### src/rtl/refclk_sequencer.sv
// Powers the SERDES refclk input buffer, qualifies refclk frequency over clk-timed windows and supervises lock.
// Define REFCLK_SEQ_AUTO_RETRY_EN to build the timed auto-retry out of FAULT.
module refclk_sequencer #(
  parameter int PWRUP_CYCLES  = 1024,
  parameter int WINDOW_CYCLES = 4096,
  parameter int CNT_W         = 16,
  parameter int CNT_MIN       = 900,
  parameter int CNT_MAX       = 1100,
  parameter int GOOD_WINDOWS  = 4,
  parameter int BAD_WINDOWS   = 2
`ifdef REFCLK_SEQ_AUTO_RETRY_EN
  ,
  parameter int RETRY_CYCLES  = 65536
`endif
) (
  input  logic             clk,
  input  logic             rst_n,
  input  logic             enable,
  input  logic             restart,
  input  logic             refclk_tgl,
  output logic             refclk_pwdnb,
  output logic             refclk_ok,
  output logic             fault,
  output logic [CNT_W-1:0] meas_count,
  output logic [2:0]       state_o
);

  localparam int PW_W  = (PWRUP_CYCLES > 1) ? $clog2(PWRUP_CYCLES) : 1;
  localparam int WIN_W = (WINDOW_CYCLES > 1) ? $clog2(WINDOW_CYCLES) : 1;
  localparam int GD_W  = $clog2(GOOD_WINDOWS + 1);
  localparam int BD_W  = $clog2(BAD_WINDOWS + 1);

  localparam logic [PW_W-1:0]  PW_LAST  = PW_W'(PWRUP_CYCLES - 1);
  localparam logic [WIN_W-1:0] WIN_LAST = WIN_W'(WINDOW_CYCLES - 1);
  localparam logic [GD_W-1:0]  GD_LAST  = GD_W'(GOOD_WINDOWS - 1);
  localparam logic [BD_W-1:0]  BD_LAST  = BD_W'(BAD_WINDOWS - 1);
  localparam logic [CNT_W-1:0] CMIN     = CNT_W'(CNT_MIN);
  localparam logic [CNT_W-1:0] CMAX     = CNT_W'(CNT_MAX);

  typedef enum logic [2:0] {
    ST_OFF     = 3'd0,
    ST_PWRUP   = 3'd1,
    ST_MEASURE = 3'd2,
    ST_LOCKED  = 3'd3,
    ST_FAULT   = 3'd4
  } state_t;

  state_t             state_r;
  state_t             state_nxt_s;
  logic               sync1_r;
  logic               sync2_r;
  logic               sync3_r;
  logic               edge_s;
  logic [PW_W-1:0]    pwr_tmr_r;
  logic [WIN_W-1:0]   win_tmr_r;
  logic [CNT_W-1:0]   edge_cnt_r;
  logic [CNT_W-1:0]   cnt_fin_s;
  logic [GD_W-1:0]    good_cnt_r;
  logic [BD_W-1:0]    bad_cnt_r;
  logic [CNT_W-1:0]   meas_r;
  logic               pwdnb_r;
  logic               ok_r;
  logic               fault_r;
  logic               go_pwrup_s;
  logic               publish_s;
  logic               win_end_s;
  logic               in_range_s;
  logic               clr_s;
`ifdef REFCLK_SEQ_AUTO_RETRY_EN
  localparam int RT_W = (RETRY_CYCLES > 1) ? $clog2(RETRY_CYCLES) : 1;
  localparam logic [RT_W-1:0] RT_LAST = RT_W'(RETRY_CYCLES - 1);
  logic [RT_W-1:0]    retry_tmr_r;
`endif

  function automatic logic [CNT_W-1:0] sat_inc(input logic [CNT_W-1:0] val, input logic inc);
    logic [CNT_W-1:0] res;
    if (inc && (val != {CNT_W{1'b1}})) begin
      res = val + {{(CNT_W-1){1'b0}}, 1'b1};
    end else begin
      res = val;
    end
    return res;
  endfunction

  assign edge_s     = sync2_r ^ sync3_r;
  assign cnt_fin_s  = sat_inc(edge_cnt_r, edge_s);
  assign in_range_s = (cnt_fin_s >= CMIN) && (cnt_fin_s <= CMAX);
  assign win_end_s  = ((state_r == ST_MEASURE) || (state_r == ST_LOCKED)) && (win_tmr_r == WIN_LAST);
  assign clr_s      = (state_nxt_s != state_r) || go_pwrup_s;

  // Two-flop synchroniser plus one flop of history for toggle edge detection
  always_ff @(posedge clk or negedge rst_n) begin
    if (!rst_n) begin
      sync1_r <= 1'b0;
      sync2_r <= 1'b0;
      sync3_r <= 1'b0;
    end else begin
      sync1_r <= refclk_tgl;
      sync2_r <= sync1_r;
      sync3_r <= sync2_r;
    end
  end

  // Next-state decode: enable drop beats restart, restart beats a window result
  always_comb begin
    state_nxt_s = state_r;
    go_pwrup_s  = 1'b0;
    publish_s   = 1'b0;
    if (!enable) begin
      state_nxt_s = ST_OFF;
    end else if (restart && (state_r != ST_OFF)) begin
      state_nxt_s = ST_PWRUP;
      go_pwrup_s  = 1'b1;
    end else begin
      case (state_r)
        ST_OFF: begin
          state_nxt_s = ST_PWRUP;
        end
        ST_PWRUP: begin
          if (pwr_tmr_r == PW_LAST) begin
            state_nxt_s = ST_MEASURE;
          end else begin
            state_nxt_s = ST_PWRUP;
          end
        end
        ST_MEASURE: begin
          publish_s = win_end_s;
          if (win_end_s && in_range_s && (good_cnt_r == GD_LAST)) begin
            state_nxt_s = ST_LOCKED;
          end else begin
            state_nxt_s = ST_MEASURE;
          end
        end
        ST_LOCKED: begin
          publish_s = win_end_s;
          if (win_end_s && !in_range_s && (bad_cnt_r == BD_LAST)) begin
            state_nxt_s = ST_FAULT;
          end else begin
            state_nxt_s = ST_LOCKED;
          end
        end
        ST_FAULT: begin
`ifdef REFCLK_SEQ_AUTO_RETRY_EN
          if (retry_tmr_r == RT_LAST) begin
            state_nxt_s = ST_PWRUP;
            go_pwrup_s  = 1'b1;
          end else begin
            state_nxt_s = ST_FAULT;
          end
`else
          state_nxt_s = ST_FAULT;
`endif
        end
        default: begin
          state_nxt_s = ST_OFF;
        end
      endcase
    end
  end

  // State register
  always_ff @(posedge clk or negedge rst_n) begin
    if (!rst_n) begin
      state_r <= ST_OFF;
    end else begin
      state_r <= state_nxt_s;
    end
  end

  // Timers and window counters; any state change or restart re-arms them from zero
  always_ff @(posedge clk or negedge rst_n) begin
    if (!rst_n) begin
      pwr_tmr_r   <= {PW_W{1'b0}};
      win_tmr_r   <= {WIN_W{1'b0}};
      edge_cnt_r  <= {CNT_W{1'b0}};
      good_cnt_r  <= {GD_W{1'b0}};
      bad_cnt_r   <= {BD_W{1'b0}};
`ifdef REFCLK_SEQ_AUTO_RETRY_EN
      retry_tmr_r <= {RT_W{1'b0}};
`endif
    end else if (clr_s) begin
      pwr_tmr_r   <= {PW_W{1'b0}};
      win_tmr_r   <= {WIN_W{1'b0}};
      edge_cnt_r  <= {CNT_W{1'b0}};
      good_cnt_r  <= {GD_W{1'b0}};
      bad_cnt_r   <= {BD_W{1'b0}};
`ifdef REFCLK_SEQ_AUTO_RETRY_EN
      retry_tmr_r <= {RT_W{1'b0}};
`endif
    end else begin
      case (state_r)
        ST_PWRUP: begin
          pwr_tmr_r <= pwr_tmr_r + PW_W'(1);
        end
        ST_MEASURE, ST_LOCKED: begin
          if (win_end_s) begin
            win_tmr_r  <= {WIN_W{1'b0}};
            edge_cnt_r <= {CNT_W{1'b0}};
            if (state_r == ST_MEASURE) begin
              good_cnt_r <= in_range_s ? (good_cnt_r + GD_W'(1)) : {GD_W{1'b0}};
            end else begin
              bad_cnt_r  <= in_range_s ? {BD_W{1'b0}} : (bad_cnt_r + BD_W'(1));
            end
          end else begin
            win_tmr_r  <= win_tmr_r + WIN_W'(1);
            edge_cnt_r <= cnt_fin_s;
          end
        end
        ST_FAULT: begin
`ifdef REFCLK_SEQ_AUTO_RETRY_EN
          retry_tmr_r <= retry_tmr_r + RT_W'(1);
`endif
        end
        default: begin
          pwr_tmr_r <= pwr_tmr_r;
        end
      endcase
    end
  end

  // Registered outputs decoded from the next state; a restart entry drops pwdnb for one cycle
  always_ff @(posedge clk or negedge rst_n) begin
    if (!rst_n) begin
      pwdnb_r <= 1'b0;
      ok_r    <= 1'b0;
      fault_r <= 1'b0;
      meas_r  <= {CNT_W{1'b0}};
    end else begin
      pwdnb_r <= (state_nxt_s != ST_OFF) && !go_pwrup_s;
      ok_r    <= (state_nxt_s == ST_LOCKED);
      fault_r <= (state_nxt_s == ST_FAULT);
      if (publish_s) begin
        meas_r <= cnt_fin_s;
      end
    end
  end

  assign refclk_pwdnb = pwdnb_r;
  assign refclk_ok    = ok_r;
  assign fault        = fault_r;
  assign meas_count   = meas_r;
  assign state_o      = state_r;

endmodule

### config.mk
export PLATFORM = sky130hd
export DESIGN_NAME = refclk_sequencer
export DESIGN_NICKNAME = d
export VERILOG_FILES = /design/src/rtl/refclk_sequencer.sv
export SDC_FILE = /design/constraint.sdc
export NUM_CORES = 1
export LEC_CHECK = 0
export CELL_PAD_IN_SITES_DETAIL_PLACEMENT = 1
export CELL_PAD_IN_SITES_GLOBAL_PLACEMENT = 1
export CORE_MARGIN = 10
export CORE_UTILIZATION = 25
export CTS_BUF_LIST = sky130_fd_sc_hd__clkbuf_8
export DETAILED_ROUTE_END_ITERATION = 6
export HOLD_SLACK_MARGIN = 0.15
export PLACE_DENSITY = 0.56
export SYNTH_ARGS = -nofsm -noshare
export SYNTH_HDL_FRONTEND = slang
export SYNTH_SLANG_ARGS = --single-unit
### constraint.sdc
create_clock -name clk -period 6 [get_ports clk]
set_clock_uncertainty 0.05 [all_clocks]
set_input_delay 1.2 -clock clk [delete_from_list [all_inputs] [get_ports clk]]
set_output_delay 1.2 -clock clk [all_outputs]
set_load 0.02 [all_outputs]
# Yosys cells after proc, flatten, opt, wreduce, memory -nomap -nowiden

Cells that the tools add are included.

Register bits: 68
Output and inout port bits: 22
Word-level logic and storage cells: 87

$add $sub $neg: 5
Magnitude comparators: 2
Eq/ne operators: 13
Mux-type cells: 30
Bitwise operators: 1
Reductions and logical operators: 23

Operators by type and width:

| operator                                                             | count |
|---|---|
| two-way mux 16 bit                                                   | 4 |
| two-way mux 12 bit                                                   | 3 |
| two-way mux 3 bit                                                    | 8 |
| two-way mux 10 bit                                                   | 2 |
| adder 16 x 1 -> 16 bit (second input constant)                       | 1 |
| greater-or-equal comparator 16 x 10 -> 1 bit (second input constant) | 1 |
| less-or-equal comparator 16 x 11 -> 1 bit (second input constant)    | 1 |
| != test 16 bit (second input constant)                               | 1 |
| one-hot mux 3 bit (5 select lines)                                   | 1 |
| adder 12 x 1 -> 12 bit (second input constant)                       | 1 |
| == test 12 bit (second input constant)                               | 1 |
| == test 3 x 2 -> 1 bit (second input constant)                       | 4 |
| two-way mux 2 bit                                                    | 6 |
| adder 10 x 1 -> 10 bit (second input constant)                       | 1 |
| == test 10 bit (second input constant)                               | 1 |
| logical AND 1 bit                                                    | 9 |
| nonzero test 2 bit                                                   | 4 |
| == test 3 bit (second input constant)                                | 2 |
| two-way mux 1 bit                                                    | 6 |
| AND reduction 3 bit                                                  | 2 |
| nonzero test 3 bit                                                   | 2 |
| adder 3 x 1 -> 3 bit (second input constant)                         | 1 |
| == test 3 x 1 -> 1 bit (second input constant)                       | 1 |
| zero test 3 bit                                                      | 1 |
| 8 further kinds                                                      | 10 |

# Logic depth before layout (Yosys ltp)

Gate-level depths: netlist of run 1.

Depth in word-level cells: 16
Gate-level depth with buffers: 11
Mapped depth without buffers: 9

# Least setup slack after synthesis of run 1

Ideal clock, no wire load.

Path type: register to register
Start: reg edge_cnt_r[1]
End: reg win_tmr_r[9]
Arrival time: 2692 ps
Required time: 5863 ps
Path slack: 3172 ps
Cell stages (with the launch flop): 12
Cell sequence: dfrtp_1 -> ha_1 -> nand2_1 -> or4_4 -> or3_1 -> nand2_1 -> and2_4 -> a21oi_4 -> a221o_1 -> buf_2 -> buf_6 -> a211oi_2

Word-level cells in the longest chain between the ends: 15
Elaborated cells on any way between the ends: 21

RTL lines:

| element                                                                                                          | line | source |
|---|---|---|
| start, declared                                                                                                  | 56   | `logic [CNT_W-1:0] edge_cnt_r;` |
| start signal, assigned                                                                                           | 175  | `edge_cnt_r <= {CNT_W{1'b0}};` |
| start signal, assigned                                                                                           | 184  | `edge_cnt_r <= {CNT_W{1'b0}};` |
| start signal, assigned                                                                                           | 198  | `edge_cnt_r <= {CNT_W{1'b0}};` |
| branches (longest 2 deep; another with adder 16 x 1 -> 16 bit)                                                   | --   |  |
| two-way mux 16 bit (*)                                                                                           | 77   | `if (inc && (val != {CNT_W{1'b1}})) begin` |
| greater-or-equal comparator 16 x 10 -> 1 bit / less-or-equal comparator 16 x 11 -> 1 bit (equally long branches) | 87   | `assign in_range_s = (cnt_fin_s >= CMIN) && (cnt_fin_s <= CMAX);` |
| logical AND 1 bit (*)                                                                                            | 87   |  |
| zero test 1 bit                                                                                                  | 136  | `if (win_end_s && !in_range_s && (bad_cnt_r == BD_LAST)) begin` |
| logical AND 1 bit (2 in a row)                                                                                   | 136  |  |
| two-way mux 3 bit                                                                                                | 136  |  |
| one-hot mux 3 bit (5 select lines) (*)                                                                           | 115  | `case (state_r)` |
| two-way mux 3 bit (*)                                                                                            | 111  | `end else if (restart && (state_r != ST_OFF)) begin` |
| two-way mux 3 bit (*)                                                                                            | 109  | `if (!enable) begin` |
| != test 3 bit (*)                                                                                                | 89   | `assign clr_s = (state_nxt_s != state_r) \|\| go_pwrup_s;` |
| logical OR 1 bit (*)                                                                                             | 89   |  |
| two-way mux 12 bit / nonzero test 2 bit (equally long branches)                                                  | --   |  |
| end signal, assigned                                                                                             | 174  | `win_tmr_r <= {WIN_W{1'b0}};` |
| end signal, assigned                                                                                             | 183  | `win_tmr_r <= {WIN_W{1'b0}};` |
| end signal, assigned                                                                                             | 197  | `win_tmr_r <= {WIN_W{1'b0}};` |
| end, declared                                                                                                    | 55   | `logic [WIN_W-1:0] win_tmr_r;` |

Mark *: on every way between the ends.
A chain may end at the register's enable or synchronous reset.

# Worst setup path in the final report of run 1

Start: reg state_r[2] (netlist: state_o[2])
End: reg win_tmr_r[5]

Word-level cells in the longest chain between the ends: 12
Elaborated cells on any way between the ends: 27

RTL lines:

| element                                                         | line         | source |
|---|---|---|
| start, declared                                                 | 48           | `state_t state_r;` |
| start signal, assigned                                          | 166          | `state_r <= state_nxt_s;` |
| == test 3 x 2 -> 1 bit                                          | 88, 115, 191 |  |
| logical OR 1 bit                                                | 88           | `assign win_end_s = ((state_r == ST_MEASURE) \|\| (state_r == ST_LOCKED)) && (win_tmr_r == WIN_LAST);` |
| logical AND 1 bit                                               | 88           |  |
| logical AND 1 bit, on equally long branches (2 in a row)        | 136, 128     |  |
| two-way mux 3 bit / two-way mux 1 bit (equally long branches)   | 136, 128     |  |
| one-hot mux 3 bit (5 select lines)                              | 115          |  |
| two-way mux 3 bit                                               | 111          |  |
| two-way mux 3 bit                                               | 109          |  |
| != test 3 bit                                                   | 89           |  |
| logical OR 1 bit                                                | 89           |  |
| two-way mux 12 bit / nonzero test 2 bit (equally long branches) | --           |  |

Parallel ways exist; a longest one is shown, timed or not. The select of a mux whose other input is x is not followed.

==> summary.md, run 1 <==
| Metric | Value |
|---|---|
| Status | complete, no violations |
| Commonest non-fill, non-tap cell in the layout | dfrtp_1 |
| Pre-CTS WS | 1.937 ns |
| Diodes inserted | 0 |
| Worst path cell trace | nand2b_1 > nor4_1 > and3_1 > nand3_1 > nand2b_1 > a221o_1 > buf_4 > a211oi_1 |
| IO Pins | 27 |
| Metal3 WL | 447 um |
| Largest family of logic cells by synthesized area | simple AND/OR/NAND/NOR gates |
| Hold Fails Final Rpt | 0 |
| DP Area | 0.004398 mm^2 |
| Post-Synth Adder-Cell Area | 0.02128 |
| Post CTS Setup Buffer Count | 0 |
| Final wirelength | 10940 um |
| Leakage | 1.789 nW |
| Maxcap violations | 0 |
| Final std cells w/o fill | 658 |
| Finished Core Util | 0.2909 |
| Worst-margin pin slew | 0.8150 ns |
| Number of global-route vias before repair | 3442 |
| Hold_buf cts | 0 |
| Cts repair resizes | 0 |
| First-pass GRT wire length | 18540 um |
| Setup repair after global routing missed its margin | false |
| Largest net degree at the start of global routing | 42 |
| Syn avg cell area | 9.297 um^2 |
| Ys flop type | dfrtp_1 |
| Tcrit/Tclk final | 0.6659 |
| Clk sink count | 68 |
| Final Power | 0.8884 mW |
| Yosys warns | 0 |
| Minimum clock period | 3.996 ns |
| Vias per cell | 5.009 |
| Setup Crit Path Kind | reg2reg |
| CP Data Required Time | 6.15 ns |
| Critical Path Start Type | register |
| Worst-path clk slew | 0.07 ns |
| Initial core utilization | 0.2535 |
| Rel. slew slack | 0.4555 |
| Synth Area in Compound Gates | 0.2038 |
| Placed insts | 644 |
| DRT iter0 DRCs | 223 |
| Final setup fails | 0 |
| Post-synthesis register bit count | 68 |
| Synth area leader | dfrtp_1 |
| CTS Buffer Depth | 2 |
| Routed length per instance | 16.62 um |
| Final TNS setup | 0 ns |
| Hpwl dp | 7704 um |
| Share of the synthesized area in the top cell type | 0.4257 |
| PD cells | 193.6 mW/mm^2 |
| Post-synth ARST share | 1.000 |
| Final instance area | 0.004588 mm^2 |
| Row count | 46 |
| I/O Buffers | 26 |
| Top cell by count, worst path | nand2b_1 |
| Insertion delay to the later sink of the worst-skew pair | 0.36 ns |
| Initial antenna violation count | 0 |
| Max layer used | met4 |
| Via count | 3296 |
| Routed Antenna Nets | 0 |
| Crit-path max cell delay | 0.76 ns |
| XOR/XNOR Fraction of Synth Area | 0.07856 |
| Buf/Inv on CP | 1 |
| Remaining DRCs | 0 |
| Peak supply drop | 0.09575 mV |
| Post-Synth Simple-Gate Area | 0.2056 |
| Crit-path slowest cell | nor4_1 |
| Post-synthesis sequential area ratio | 0.4257 |
| CORE AREA | 0.01577 mm^2 |
| PnR worst setup slack | 2.004 ns |
| GR Overflow Total | 0 |
| Cell family with most CP delay | simple AND/OR/NAND/NOR gates |
| Ratio of cells with drive above 1 in the final layout | 0.1063 |
| Die area | 0.02145 mm^2 |
| CTS root buf | clkbuf_8 |
| TritonCTS clock tree | yes |
| Setup crit end kind | register |
| Die height | 146.5 um |
| Final Max Slew Viols | 0 |
| Gate Count Post-Synth | 430 |
| Met2 routed WL | 5349 um |
| Post-synth EDFFs | 0 |
| Arrival time at the worst endpoint | 4.15 ns |
| Area Overhead vs Synth | 14.77% |
| CTS H-tree depth | 3 |
| Most frequent cells in the layout | 68 x dfrtp_1, 54 x a21oi_1, 39 x nor2_1, 29 x nand2_1 |
| Type of the tightest min-delay check | reg2reg |
| Global-route total usage across every layer | 0.1056 |
| Post-layout nets | 450 |
| First-pass DRT Iterations | 4 |
| Die width | 146.5 um |
| Area contributors post-synth | dfrtp_1 43%, a21oi_1 6.8%, xnor2_1 3.9%, nor2_1 3.7%, xor2_1 3.5% |
| Achievable frequency | 250.3 MHz |
| GP Congestion | 0.7906 |
| Mapped cell area | 0.003998 mm^2 |
| Num CTS Buffers | 9 |
| Crit Path Max Fanout | 32 |
| Unique masters post-synth | 60 |
| Mux contribution to synthesized area | 0.01878 |
| Met1 WL | 5021 um |
| Synthesized Nets | 441 |
| Worst hold margin | 0.2996 ns |
-- final cells by class --
cell class                      count  area [um^2]
Inverter                            6        22.52
Clock inverter                      3        38.79
Clock buffer                       11        151.4
Sequential cell                    68         1702
Tap cell                          216        270.3
Timing Repair Buffer               31        292.8
Multi-Input combinational cell    323         2111
Fill cell                        1852        11180
-- synthesized netlist by cell type, types with 4 or more instances --
cell,n
clkbuf_1,11
nor3b_1,4
mux2_2,4
o21ai_0,25
xor2_1,16
a21oi_1,54
nor3_1,6
a22oi_1,12
nand3_1,17
ha_1,6
nand4_1,9
nand2_1,29
and3_1,7
inv_1,6
nand2b_1,5
and4_1,5
dfrtp_1,68
a22oi_2,5
nor2_1,39
buf_2,16
xnor2_1,18
a31oi_1,6
-- per-layer routing --
| layer | track usage | vias to the layer above |
|---|---|---|
| li1 | - | 1568 |
| met1 | 0.1287 | 1672 |
| met2 | 0.1740 | 47 |
| met3 | 0.03523 | 9 |
| met4 | 0.02903 | 0 |
| met5 | 0 | - |
-- logic make-up after synthesis --
family	after synthesis
fa+ha+maj	7
flops	68
xor+xnor	35
buf+inv	39
compound gates	127
simple gates	147
mux	7
-- report_power, final --
group          switching (mW)  total (mW)  internal, mW
clock                   0.177       0.385         0.208
sequential            0.00358       0.464         0.461
combinational          0.0276      0.0390        0.0114
total                   0.208       0.888         0.680
-- flip-flops by register name (all words and copies together) (netlist names), 2 cells and up --
register / cells
edge_cnt_r: 16
meas_count: 16
win_tmr_r: 12
pwr_tmr_r: 10
good_cnt_r: 3
state_o: 3
bad_cnt_r: 2
-- path summary, 6_finish.rpt --
path	start	endpoint	slack, ns	depth (start not counted)
max in group asynchronous	rst_n	sync2_r	4.06	2
hold / removal	sync1_r	sync2_r	0.30	0
min in group asynchronous	rst_n	meas_count[0]	0.82	1
setup / recovery	state_o[2]	win_tmr_r[5]	2.00	8
hold reg to reg	sync1_r	sync2_r	0.30	0
setup reg to reg	state_o[2]	win_tmr_r[5]	2.00	8
Note: power is estimated with default switching activity, not from simulation.
==> run 2: changes to the inputs <==
- PLACE_DENSITY: 0.56 -> 0.57
- clock period: 6 -> 3.61 ns (I/O delays scaled with it)
==> run 2 against run 1 <==
Compared with the run above: sequential power rose by 66%; first-iteration DRC count fell by 13%; critical path type unchanged; critical endpoint unchanged; power rose by 91%; largest power group is now clock; via count rose by 1.8%; combinational power rose by 97%; die area did not move; fmax rose by 18%; sequential share of layout area fell by 1.7 points; critical path depth rose by 2; wire length rose by 4.6%; count of clock-buffer cells in the layout fell by 2; highest routed layer unchanged; utilization rose by 1.4 points.
==> summary.md, run 2 (synthesized netlist as in run 1, its figures left out) <==
| Metric | Value |
|---|---|
| Remaining DRCs | 0 |
| PD cells | 352.3 mW/mm^2 |
| CTS H-tree depth | 3 |
| Initial antenna violation count | 0 |
| Num CTS Buffers | 9 |
| Worst Hold Path EP | sync2_r |
| Peak supply drop | 0.1982 mV |
| Switching Fraction | 0.2221 |
| Worst R2R End | win_tmr_r[5] |
| First-pass GRT wire length | 19410 um |
| Final TNS setup | 0 ns |
| Crit Path Max Fanout | 19 |
| Worst hold margin | 0.3037 ns |
| Largest net degree at the start of global routing | 41 |
| TritonCTS clock tree | yes |
| Clk sink count | 68 |
| Via count | 3356 |
| Most frequent cells in the layout | 68 x dfrtp_1, 54 x a21oi_1, 39 x nor2_1, 29 x nand2_1 |
| GR Overflow Total | 0 |
| Tcrit/Tclk final | 0.9368 |
| Hpwl dp | 7954 um |
| GP Congestion | 0.8183 |
| Final instance area | 0.004812 mm^2 |
| Status | complete, no violations |
| CORE AREA | 0.01577 mm^2 |
| CTS root buf | clkbuf_8 |
| CTS Buffer Depth | 2 |
| Achievable frequency | 295.7 MHz |
| Vias per cell | 4.964 |
| Ratio of cells with drive above 1 in the final layout | 0.1435 |
| Global-route total usage across every layer | 0.1115 |
| Internal | 1.319 mW |
| Final setup fails | 0 |
| Worst-margin pin slew | 0.5747 ns |
| I/O Buffers | 26 |
| Setup repair after global routing missed its margin | false |
| Insertion delay to the later sink of the worst-skew pair | 0.37 ns |
| Hold_buf cts | 0 |
| Rel. slew slack | 0.6159 |
| Post-layout nets | 467 |
| Arrival time at the worst endpoint | 3.61 ns |
| Cts repair resizes | 0 |
| Die area | 0.02145 mm^2 |
| Setup crit end kind | register |
| Die height | 146.5 um |
| NetSw | 0.3766 mW |
| Commonest non-fill, non-tap cell in the layout | dfrtp_1 |
| Worst r2r path cells | 10 |
| Initial core utilization | 0.2535 |
| Number of global-route vias before repair | 3557 |
| Leakage | 1.911 nW |
| Combinational group share of total power | 0.045 |
| Post CTS Setup Buffer Count | 0 |
| Routed length per instance | 16.92 um |
| First-pass DRT Iterations | 4 |
| Setup slack, reg-to-reg | 0.23 ns |
| R2r startpoint | edge_cnt_r[0] |
| Setup Crit Path Kind | reg2reg |
| Row count | 46 |
| CP Data Required Time | 3.84 ns |
| Minimum clock period | 3.382 ns |
| Diodes inserted | 0 |
| Routed Antenna Nets | 0 |
| Worst-path clk slew | 0.08 ns |
| Hold_sp | sync1_r |
| Critical Path Start Type | register |
| Final Max Slew Viols | 0 |
| Hold path depth | 0 |
| Power share of the sequential group | 0.454 |
| Clock power share | 0.501 |
| DP Area | 0.004551 mm^2 |
| Hold Fails Final Rpt | 0 |
| DRT iter0 DRCs | 194 |
| Area Overhead vs Synth | 20.38% |
| Final wirelength | 11440 um |
| Type of the tightest min-delay check | reg2reg |
| Maxcap violations | 0 |
| Fill count | 1839 |
| IO Pins | 27 |
| Die width | 146.5 um |
-- run 2: cell type report --
type	count	area [um^2]	area share
clock buffers	9	123.9	0.02574
clock inverters	6	137.6	0.02860
inverters	6	22.52	0.004680
multi-input cells	323	2111	0.4386
flip-flops and latches	68	1702	0.3536
well taps	216	270.3	0.05616
repair buffers	48	445.4	0.09256
-- run 2: routing by layer --
metal | share of wire | track usage
met1 | 0.46 | 0.1344
met4 | 0.013 | 0.02903
met5 | 0 | 0
met2 | 0.49 | 0.1868
met3 | 0.035 | 0.03646
-- run 2: through the flow --
stage,power [mW],utilization,setup slack (ns),cells
after CTS,1.731,0.3051,0.2693,676
after global placement,0.8611,0.2886,0.3895,661
final,1.695,0.3051,0.2283,676
after detailed placement,0.8632,0.2886,0.2963,661
after floorplan,0.8202,-,0.7816,430
after global routing,1.773,0.3051,0.01807,676
-- run 2: how the worst max path moves through the flow --
stage                             start           end  slack, ns
after floorplan           edge_cnt_r[1]  win_tmr_r[9]       0.78
after global placement    edge_cnt_r[0]  win_tmr_r[3]       0.39
after detailed placement  edge_cnt_r[0]  win_tmr_r[5]       0.30
after CTS                 edge_cnt_r[0]  win_tmr_r[5]       0.27
after global routing      edge_cnt_r[0]  win_tmr_r[5]       0.02
final                     edge_cnt_r[0]  win_tmr_r[5]       0.23
-- run 2: critical path, cell delays in order (launching register included) --
cell and delay [ns]:
dfrtp_1 0.55, ha_1 0.30, nand2_1 0.17, or4_4 0.50
nor3_1 0.24, nor3b_1 0.09, a31oi_1 0.29, nand2_2 0.19
a221o_1 0.47, buf_12 0.20, a211oi_1 0.21
-- run 2: power groups by stage --
stage	clock network, mW	logic (mW)	registers, mW
finish	0.850	0.0768	0.769
global route	0.918	0.0853	0.770
CTS	0.883	0.0793	0.769
detailed placement	0	0.0791	0.784
global placement	0	0.0773	0.784
floorplan	0	0.0343	0.786
